File: src/rtl/ex_mc_ctrl.sv
// Multi-cycle execute controller: sequences two-cycle MAC and iterative divide in EX,
// drives the divider handshake and the pipeline stall vector.
module ex_mc_ctrl #(
  parameter int unsigned DIV_TIMEOUT = 40,
  parameter int unsigned CNT_W       = 6
) (
  input  logic        clk,
  input  logic        rst,
  input  logic        stallreq_id,
  input  logic        ex_mc_valid,
  input  logic [1:0]  ex_mc_op,
  input  logic [63:0] ex_prod,
  input  logic        flush,
  input  logic        div_ready,
  output logic [5:0]  stall,
  output logic [63:0] hilo_temp,
  output logic [1:0]  mac_cnt,
  output logic        div_start,
  output logic        div_signed,
  output logic        div_annul,
  output logic        div_timeout
);

  typedef enum logic [1:0] {
    StIdle    = 2'd0,
    StMac2    = 2'd1,
    StDivRun  = 2'd2,
    StDivDone = 2'd3
  } state_e;

  localparam logic [CNT_W-1:0] CntLast = CNT_W'(DIV_TIMEOUT - 1);

  state_e            state_q, state_d;
  logic [CNT_W-1:0]  cnt_q, cnt_d;
  logic [63:0]       hilo_q, hilo_d;
  logic [1:0]        mac_cnt_q, mac_cnt_d;
  logic              div_start_q, div_start_d;
  logic              div_signed_q, div_signed_d;
  logic              div_annul_q, div_annul_d;
  logic              div_timeout_q, div_timeout_d;
  logic              mc_req;
  logic              stallreq_ex;

  assign mc_req = ex_mc_valid && (ex_mc_op != 2'b00);

  always_comb begin
    stallreq_ex = 1'b0;
    unique case (state_q)
      StIdle:   stallreq_ex = mc_req;
      StDivRun: stallreq_ex = !div_ready;
      default:  stallreq_ex = 1'b0;
    endcase
  end

  // 001111 also holds ex_mem's input, so ex_mem writes a bubble while EX is held.
  always_comb begin
    stall = 6'b000000;
    if (!rst || flush) begin
      stall = 6'b000000;
    end else if (stallreq_ex) begin
      stall = 6'b001111;
    end else if (stallreq_id) begin
      stall = 6'b000111;
    end
  end

  always_comb begin
    state_d       = state_q;
    cnt_d         = cnt_q;
    hilo_d        = hilo_q;
    mac_cnt_d     = 2'd0;
    div_start_d   = div_start_q;
    div_signed_d  = div_signed_q;
    div_annul_d   = 1'b0;
    div_timeout_d = div_timeout_q;
    if (flush) begin
      state_d     = StIdle;
      div_start_d = 1'b0;
      div_annul_d = (state_q == StDivRun);
    end else begin
      unique case (state_q)
        StIdle: begin
          if (mc_req) begin
            if (ex_mc_op == 2'b01) begin
              hilo_d    = ex_prod;
              mac_cnt_d = 2'd1;
              state_d   = StMac2;
            end else begin
              state_d      = StDivRun;
              div_start_d  = 1'b1;
              div_signed_d = ~ex_mc_op[0];
              cnt_d        = '0;
            end
          end
        end
        StMac2: state_d = StIdle;
        StDivRun: begin
          cnt_d = cnt_q + CNT_W'(1);
          if (div_ready) begin
            state_d     = StDivDone;
            div_start_d = 1'b0;
          end else if (cnt_q == CntLast) begin
            state_d       = StIdle;
            div_start_d   = 1'b0;
            div_annul_d   = 1'b1;
            div_timeout_d = 1'b1;
          end
        end
        // Gives the still-present EX instruction one cycle to leave before re-evaluation.
        StDivDone: state_d = StIdle;
        default:   state_d = StIdle;
      endcase
    end
  end

  always_ff @(posedge clk or negedge rst) begin
    if (!rst) begin
      state_q       <= StIdle;
      cnt_q         <= '0;
      hilo_q        <= '0;
      mac_cnt_q     <= 2'd0;
      div_start_q   <= 1'b0;
      div_signed_q  <= 1'b0;
      div_annul_q   <= 1'b0;
      div_timeout_q <= 1'b0;
    end else begin
      state_q       <= state_d;
      cnt_q         <= cnt_d;
      hilo_q        <= hilo_d;
      mac_cnt_q     <= mac_cnt_d;
      div_start_q   <= div_start_d;
      div_signed_q  <= div_signed_d;
      div_annul_q   <= div_annul_d;
      div_timeout_q <= div_timeout_d;
    end
  end

  assign hilo_temp   = hilo_q;
  assign mac_cnt     = mac_cnt_q;
  assign div_start   = div_start_q;
  assign div_signed  = div_signed_q;
  assign div_annul   = div_annul_q;
  assign div_timeout = div_timeout_q;

endmodule

File: config.mk
export PLATFORM = sky130hd
export DESIGN_NAME = ex_mc_ctrl
export DESIGN_NICKNAME = d
export VERILOG_FILES = /design/src/rtl/ex_mc_ctrl.sv
export SDC_FILE = /design/constraint.sdc
export NUM_CORES = 1
export LEC_CHECK = 0
export ABC_AREA = 1
export CELL_PAD_IN_SITES_DETAIL_PLACEMENT = 1
export CELL_PAD_IN_SITES_GLOBAL_PLACEMENT = 1
export CORE_MARGIN = 10
export CORE_UTILIZATION = 26
export CTS_CLUSTER_DIAMETER = 40
export CTS_CLUSTER_SIZE = 14
export DETAILED_ROUTE_END_ITERATION = 10
export GPL_ROUTABILITY_DRIVEN = 0
export PLACE_DENSITY = 0.8
export SYNTH_ARGS = -nofsm -noshare
export SYNTH_HDL_FRONTEND = slang
export SYNTH_SLANG_ARGS = --single-unit
File: constraint.sdc
create_clock -name clk -period 1.45 [get_ports clk]
set_input_delay 0.3625 -clock clk [delete_from_list [all_inputs] [get_ports clk]]
set_output_delay 0.3625 -clock clk [all_outputs]
set_load 0.005 [all_outputs]
Word-level counts from Yosys, hierarchy flattened
Index checks and enable logic that the tools add are counted.
{ "classes": {"n_addsub": 1, "eq_ne": 10, "reduce_logical": 15, "bitwise": 4, "muxes": 27} }
{ "op_table": {"columns": ["operator", "n"], "rows": [
  ["$reduce_and A4 Y1", 5],
  ["$mux W1", 13],
  ["$mux W6", 2],
  ["$pmux W6 S2", 1],
  ["$mux W2", 5],
  ["$mux W4", 2],
  ["$add A6 B1 Y6 const B", 1],
  ["$eq A6 B6 Y1 const B", 1],
  ["$ne A3 B3 Y1 const B", 2],
  ["$pmux W2 S3", 1],
  ["$eq A2 B1 Y1 const B", 2],
  ["$eq A2 B2 Y1 const B", 2],
  ["$ne A2 B2 Y1 const B", 2],
  ["$ne A4 B3 Y1 const B", 1],
  ["$not A1 Y1", 4],
  ["$pmux W1 S2", 2],
  ["$reduce_bool A2 Y1", 2],
  ["$mux W3", 1],
  ["$reduce_bool A3 Y1", 1],
  ["$logic_not A1 Y1", 2],
  ["$logic_not A2 Y1", 1],
  ["$reduce_and A2 Y1", 1],
  ["$reduce_or A2 Y1", 1],
  ["$logic_and A1 B1 Y1", 1],
  ["$logic_or A1 B1 Y1", 1]
]} }
{ "totals": {"ff_bits": 78, "out_inout_bits": 76, "wordCells": 65} }

Logic depth before layout (Yosys ltp)
Gate-level depths: netlist of the first run.
{ "logic_depth": {"depth_word": 5, "mapped_depth": 9} }

Worst setup path after synthesis of the first run
No wires, ideal clock.
{ "synth_path": {"path_kind": "register to output", "start": "register state_q[0]", "end": "output stall[1]", "path_buffers": 1, "slack_ps": -40, "arrival_time_ps": 1127, "path_stages_with_launch": 7, "cell_sequence": "dfrtp_1 inv_1 nand2_1 o21ai_0 nor2_1 nor2_1 buf_4"} }
{ "synth_between": {"elab_chain_cells": 4} }
{ "synth_lines": {"columns": ["element", "line", "rtl"], "rows": [
  ["start: declaration", "33", "state_e state_q, state_d;"],
  ["start signal: assignment", "118", "state_q <= StIdle;"],
  ["start signal: assignment", "127", "state_q <= state_d;"],
  ["$eq A2 B2 Y1 or $logic_not A2 Y1 (tied branches)", "48", "unique case (state_q)"],
  ["$pmux W1 S2 *", "48", null],
  ["$mux W4 *", "60", "end else if (stallreq_ex) begin"],
  ["$mux W4 *", "58", "if (!rst || flush) begin"],
  ["end: declaration", "15", "output logic [5:0] stall,"]
]} }
Every way passes the cells marked *; elsewhere a longest branch is shown, timed or not.

Final worst setup path of the first run
{ "layout_path": {"start": "register state_q[0]", "end": "output stall[0]"} }
Same word-level chain as after synthesis.

==> run metrics, run 1 <==
status=complete, but fails checks; failing checks=negative setup slack; first-pass GRT wire length=19.5 mm; Netlist Area Pre-Place=3210 um^2; DRC Markers=0; Sw Share=31.2%; initial core utilization=26.6%; Synth top area share=60.1%; Final nets=620; Netlist cell types=22; Final Max Slew Viols=0; Data required, critical path=1090 ps; min Tclk post-route=1800 ps; Core Area=12100 um^2; post-route ant nets=0; area delta synth->final=68.5%; die area=17200 um^2; register area=1930 um^2; Overall Power=0.00813 W; Worst-Margin Slew=614 ps; fin area=5410 um^2; Final Hold Viols=0; Pre-Repair DR Iteration Count=4; Seq/Total Area, Yosys=60.1%; met2 Use GR=25.3%; synthesized flop and latch total=77; FP Rows=40; placed cell area=4870 um^2; CTS clk-pin slew, worst paths=60 ps; Area contributors post-synth=dfrtp_1 60%, nand2_1 26%, buf_8 1.9%, o21ai_0 1.4%, buf_4 1.4%; largest area contributor in the netlist=dfrtp_1; worst setup path category=reg -> out; post-DP HPWL=8.69 mm; met3 Resource Use GR=4.63%; DR WL/cell=17.0 um; peak supply drop=0.504 mV; CP Launch Type=flop; clk sinks=77; Post-Syn Instances=373; GR peak layer=met2; sw power=0.00253 W; Arrival @ worst endpoint=1440 ps; Final WS setup=-354 ps; crit share post-route=124%; Avg Inst Size Synth=8.60 um^2; power per cell area=1500 nW/um^2; Port Buf Inserts=144; CP max FO=3; H-tree depth=3; hold_ws=74.4 ps; Slew HR=59.0%; Vias/cell=4.35; Leakage Power=2.89 nW; RSZ-0062 raised after global routing=yes; GR Overflow Total=0; initial antenna violation count=0; num ports=148; filler cell count=1426; combinational share of power=33.4%; Global Route Usage Sum=14.7%; MaxCap Viol Count=0; area of the multi-input gates=1120 um^2; Iter 0 DRT Violations=129; vias in the first global route=3528; antenna cell count=0; cts bufs inserted=9; CTS Hold Bufs=0; met1 usage=16.8%; CTS tree=built; layout cells sized above 1=12.9%; Internal Dissipation=0.00560 W; clock root cell=clkbuf_16; Die Ht=131 um; Crit. End Element=output pin; Post-Place Setup Slack=-917 ps; final core occ=44.8%; Achievable Freq=0.554 GHz; worst skew pair latency=330 ps; WL final=12.2 mm; Reg power frac=41.8%; die width=131 um; largest net degree at the start of global routing=47; vias=3130; skew final=6.02 ps; Final Setup Violations=69; CTS Buffer Depth=2; yosys warns=0; clock share of power=24.8%; Hold WC Path Type=in -> async
## per-layer routing
| metal | vias to the layer above | part of all wire, % |
|---|---|---|
| met2 | 102 | 50 |
| li1 | 1483 | - |
| met5 | - | 0 |
| met3 | 19 | 7.7 |
| met1 | 1526 | 40 |
| met4 | 0 | 1.8 |
## registers in the layout, indices dropped and copies added, names as in the netlist
register     cells
div_annul        1
state_q          2
div_timeout      1
div_signed       1
div_start        1
mac_cnt          1
hilo_temp       64
cnt_q            6
## critical path: stages, from the launching register on
cell,delay (ps)
dfrtp_1,420
nor2_4,140
nand3_2,100
o21ai_2,80
buf_4,120
nor2_2,30
nor2_2,90
buf_2,130
## synthesized netlist by cell type
| library cell | instances |
|---|---|
| a21oi_1 | 2 |
| buf_2 | 7 |
| buf_4 | 6 |
| buf_6 | 2 |
| buf_8 | 4 |
| conb_1 | 1 |
| dfrtp_1 | 77 |
| ha_1 | 1 |
| inv_1 | 12 |
| inv_2 | 2 |
| nand2_1 | 220 |
| nand3_1 | 8 |
| nand3_2 | 1 |
| nand3b_1 | 1 |
| nand4_1 | 2 |
| nor2_1 | 12 |
| nor2_4 | 2 |
| nor3b_1 | 1 |
| o21a_1 | 1 |
| o21ai_0 | 9 |
| o21bai_1 | 1 |
| xor2_1 | 1 |
## cell usage in the layout, fill, tap and decap left out, drive strengths merged
master	instances
nand2	220
nand4	2
nand3	9
buf	40
xor2	1
dlygate4sd2	72
conb	3
o21ai	9
o21a	1
clkinv	2
clkdlybuf4s50	66
nor3b	1
ha	1
clkbuf	13
bufbuf	1
nor2	14
a21oi	2
dlymetal6s2s	1
inv	14
dfrtp	77
o21bai	1
nand3b	1
## power groups by stage
stage	clock network, W	logic (W)	registers, W
2_1_floorplan	0	0.000843	0.00347
3_3_place_gp	0	0.00303	0.00341
3_5_place_dp	0	0.00314	0.00346
4_1_cts	0.00207	0.00277	0.00340
5_1_grt	0.00221	0.00306	0.00350
6_report	0.00202	0.00272	0.00340
## metrics by stage
stage,setup TNS (ps),cells
finish,-9560,719
global route,-17500,719
CTS,-7720,719
detailed placement,-37450,687
global placement,-34200,687
floorplan,0,375
## path summary, 6_finish.rpt
path,to,slack (ps),cells past startpoint,startpoint
min reg2reg,hilo_temp[2],470,2,hilo_temp[2]
min,hilo_temp[7],70,2,rst
min in group clk,hilo_temp[2],470,2,hilo_temp[2]
max reg2reg,hilo_temp[22],-190,10,state_q[0]
max in group asynchronous,mac_cnt[0],400,3,rst
max,stall[0],-350,7,state_q[0]
## final cells by class
class	count	share of cell area [%]
sequential	77	35.6
timing repair buffer	180	33.8
multi-input combinational	265	20.7
clock buffer	13	4.63
tap	168	3.89
inverter	14	1.11
clock inverter	2	0.185
## repair_timing
action / 4_1_cts / 5_1_grt
gates resized for setup: 110 / 14
cloned: 6 / 0
setup endpoints to repair: 142 / 78
pin swaps: 3 / 4
setup buffers: 12 / 2
## kinds of logic after synthesis
family | share of synthesized area [%]
xor gates and xnor gates | 0.273
DFF | 60.1
buffers and inverters | 6.71
AOI/OAI and AO/OA | 2.18
and+or+nand+nor | 30.3
adders and majority gates | 0.390
other | 0.117
Power figures use the tool's default switching activity.
==> run 2: changes to the inputs <==
--- a/config.mk
+++ b/config.mk
@@ -15,6 +15,7 @@
 export DETAILED_ROUTE_END_ITERATION = 10
 export GPL_ROUTABILITY_DRIVEN = 0
 export PLACE_DENSITY = 0.8
+export SLEW_MARGIN = 30
 export SYNTH_ARGS = -nofsm -noshare
 export SYNTH_HDL_FRONTEND = slang
 export SYNTH_SLANG_ARGS = --single-unit
==> results of run 2 <==
Same layout as run 1: the final DEF is identical, and so are final timing and power.
==> run 3: changes to the inputs <==
--- a/config.mk
+++ b/config.mk
@@ -9,13 +9,14 @@
 export CELL_PAD_IN_SITES_DETAIL_PLACEMENT = 1
 export CELL_PAD_IN_SITES_GLOBAL_PLACEMENT = 1
 export CORE_MARGIN = 10
-export CORE_UTILIZATION = 26
+export CORE_UTILIZATION = 29
 export CTS_CLUSTER_DIAMETER = 40
 export CTS_CLUSTER_SIZE = 14
 export DETAILED_ROUTE_END_ITERATION = 10
 export GPL_ROUTABILITY_DRIVEN = 0
-export PLACE_DENSITY = 0.8
+export PLACE_DENSITY = 0.84
 export SLEW_MARGIN = 30
 export SYNTH_ARGS = -nofsm -noshare
 export SYNTH_HDL_FRONTEND = slang
 export SYNTH_SLANG_ARGS = --single-unit
+export TNS_END_PERCENT = 1
==> constraint.sdc (replaced) <==
create_clock -name clk -period 1.8 [get_ports clk]
set_input_delay 0.45 -clock clk [delete_from_list [all_inputs] [get_ports clk]]
set_output_delay 0.45 -clock clk [all_outputs]
set_load 0.005 [all_outputs]
==> run 3 against run 2 <==
Effect of this change:
- the run still ends with negative setup slack left
- wire length shrank 9.2%
- largest cell class unchanged
- final area shrank 5.5%
- clock skew grew 4.2 ps
- clock power shrank 26%
- hold slack gained 190 ps
- total power shrank 17%
- setup slack gained 220 ps
- highest routed layer unchanged
- core utilization grew 2.3 points
- sequential power shrank 19%
- global-route usage shrank 0.70 points
- register-to-register slack gained 90 ps
- non-clock buffer count shrank 14
==> run metrics, run 3 (same netlist as run 1, synthesis figures left out) <==
worst skew pair latency=350 ps (+20 ps); initial core utilization=29.6% (+3.0 points); antenna cell count=0 (unchanged); RSZ-0062 raised after global routing=yes; clock root cell=clkbuf_8; Arrival @ worst endpoint=1490 ps (+50 ps); Final Hold Viols=0 (unchanged); largest net degree at the start of global routing=78 (+66%); Metal-1 WL=4.49 mm (-8.4%); Port Buf Inserts=144 (unchanged); CTS Buffer Depth=2 (unchanged); CP max FO=3 (unchanged); status=complete, but fails checks; CTS Hold Bufs=0 (unchanged); CTS tree=built; Leakage Power=2.53 nW (-12%); Global Route Usage Sum=14.0% (-0.70 points); layout cells sized above 1=10.2% (-2.7 points); CP Launch Type=flop; Sw Share=29.4% (-1.8 points); commonest non-fill, non-tap cell in the layout=nand2_1; power per cell area=1330 nW/um^2 (-12%); crit share post-route=108%; CP cell instances=nor2_4, nand3_2, o21ai_2, buf_4, nor2_4, nor2_4, buf_2; cts bufs inserted=9 (unchanged); die area=15700 um^2 (-8.8%); die width=125 um (-4.5%); Slew HR=52.9% (-6.2 points); WL final=11.1 mm (-9.2%); post-DP HPWL=8.31 mm (-4.4%); area delta synth->final=59.2%; Internal Dissipation=0.00478 W (-15%); Worst-Margin Slew=707 ps (+92.3 ps); Critical-path top delay cell=dfrtp_1; Buf/Inv on CP=2 (unchanged); most frequent cells in the layout=217 x nand2_1, 136 x clkdlybuf4s50_1, 77 x dfrtp_1, 19 x buf_4, 11 x clkbuf_8; min Tclk post-route=1940 ps; vias in the first global route=3393 (-3.8%); sw power=0.00199 W (-21%); Reg power frac=40.6% (-1.2 points); skew final=10.2 ps (+4.23 ps); Overall Power=0.00677 W (-17%); DR WL/cell=16.4 um (-3.8%); initial antenna violation count=0 (unchanged); clock share of power=22.2% (-2.6 points); critical path's top delay family=flip-flops; CTS clk-pin slew, worst paths=80 ps (+20 ps); Hold WC Path Type=in -> async; met3 wire len=798 um (-15%); area of the multi-input gates=1100 um^2 (-1.3%); peak supply drop=0.557 mV (+11%); vias=3030 (-3.2%); Final WS setup=-137 ps (+217 ps); H-tree depth=3 (unchanged); FP Rows=38 (-5.0%); Max stage delay on crit path=430 ps (about the same); Crit. End Element=output pin; post-route ant nets=0 (unchanged); GR Overflow Total=0 (unchanged); worst setup path category=reg -> out; DR top layer=met4; Post-Place Setup Slack=-762 ps (+156 ps); filler cell count=1326 (-7.0%); final core occ=47.1% (+2.3 points); Largest register FFs=64 (unchanged); crit-path most repeated cell=nor2_4; Final nets=606 (-2.3%); Pre-Repair DR Iteration Count=3 (-1); Final Max Slew Viols=0 (unchanged); Achievable Freq=0.516 GHz; Iter 0 DRT Violations=208 (+61%); clk sinks=77 (unchanged); DRC Markers=0 (unchanged); Die Ht=125 um (-4.5%); Core Area=10800 um^2 (-10%); Vias/cell=4.47 (+2.7%); num ports=148 (unchanged); MaxCap Viol Count=0 (unchanged); WL met2=5.61 mm (-9.0%); Data required, critical path=1350 ps (+260 ps); Final Setup Violations=8 (-88%); combinational share of power=37.3% (+3.9 points); first-pass GRT wire length=18.0 mm (-7.5%); register area=1930 um^2 (unchanged); failing checks=negative setup slack
==> run 3: cell types whose count changed in the layout (fill, tap and decap cells not counted), sizes merged <==
cell | before | now
clkinvlp | 0 | 1
bufinv | 0 | 2
clkinv | 2 | 0
dlygate4sd2 | 72 | 3
clkdlybuf4s50 | 66 | 136
bufbuf | 1 | 0
buf | 40 | 27
dlymetal6s2s | 1 | 0
==> run 3: worst reg2reg max path, delay by kind of cell (launching register included) <==
| family | cells | cell delay [ps] |
|---|---|---|
| and+or+nand+nor | 5 | 520 |
| AOI/OAI and AO/OA | 1 | 80 |
| DFF | 1 | 430 |
| buffers and inverters | 6 | 750 |
==> run 3: area by class of cell <==
class	count	area share, %
Tap cell	140	3.43
Multi-Input combinational cell	265	21.6
Sequential cell	77	37.7
Clock inverter	3	1.32
Inverter	14	1.03
Clock buffer	13	3.11
Timing Repair Buffer	166	31.7
==> run 3: metrics by stage <==
step / cells / setup TNS, ps / area, um^2 / hold slack, ps
after floorplan: 375 / 0 / 3220 / 154
after global placement: 656 / -9490 / 4820 / 452
after detailed placement: 656 / -14550 / 4830 / 464
after CTS: 678 / -709 / 5090 / 286
after global routing: 678 / -1700 / 5110 / 321
final: 678 / -773 / 5110 / 269
==> run 3: what timing repair did <==
action / CTS / global route
pin swaps: 3 / 4
resized for setup: 27 / 4
buffers inserted: 6 / 0
setup endpoints to repair: 4 / 8
==> run 3: final timing paths <==
kind	startpoint	to	slack, ps	depth (start not counted)
min in group clk	div_timeout	div_timeout	470	2
max reg2reg	state_q[0]	cnt_q[0]	-100	12
max in group asynchronous	rst	hilo_temp[41]	1060	2
max	state_q[0]	stall[1]	-140	7
min reg2reg	div_timeout	div_timeout	470	2
min	rst	cnt_q[4]	270	2
==> run 3: routing by layer <==
metal	vias to the layer above	GRT usage, %
met4	0	5.22
met5	-	0
li1	1443	-
met2	94	24.4
met3	15	4.94
met1	1478	15.4
==> run 3: power groups by stage <==
stage	clock, W	sequential [W]	combinational (W)
detailed placement	0	0.00278	0.00253
floorplan	0	0.00279	0.000677
global route	0.00162	0.00283	0.00280
global placement	0	0.00274	0.00243
finish	0.00150	0.00275	0.00252
CTS	0.00154	0.00275	0.00258
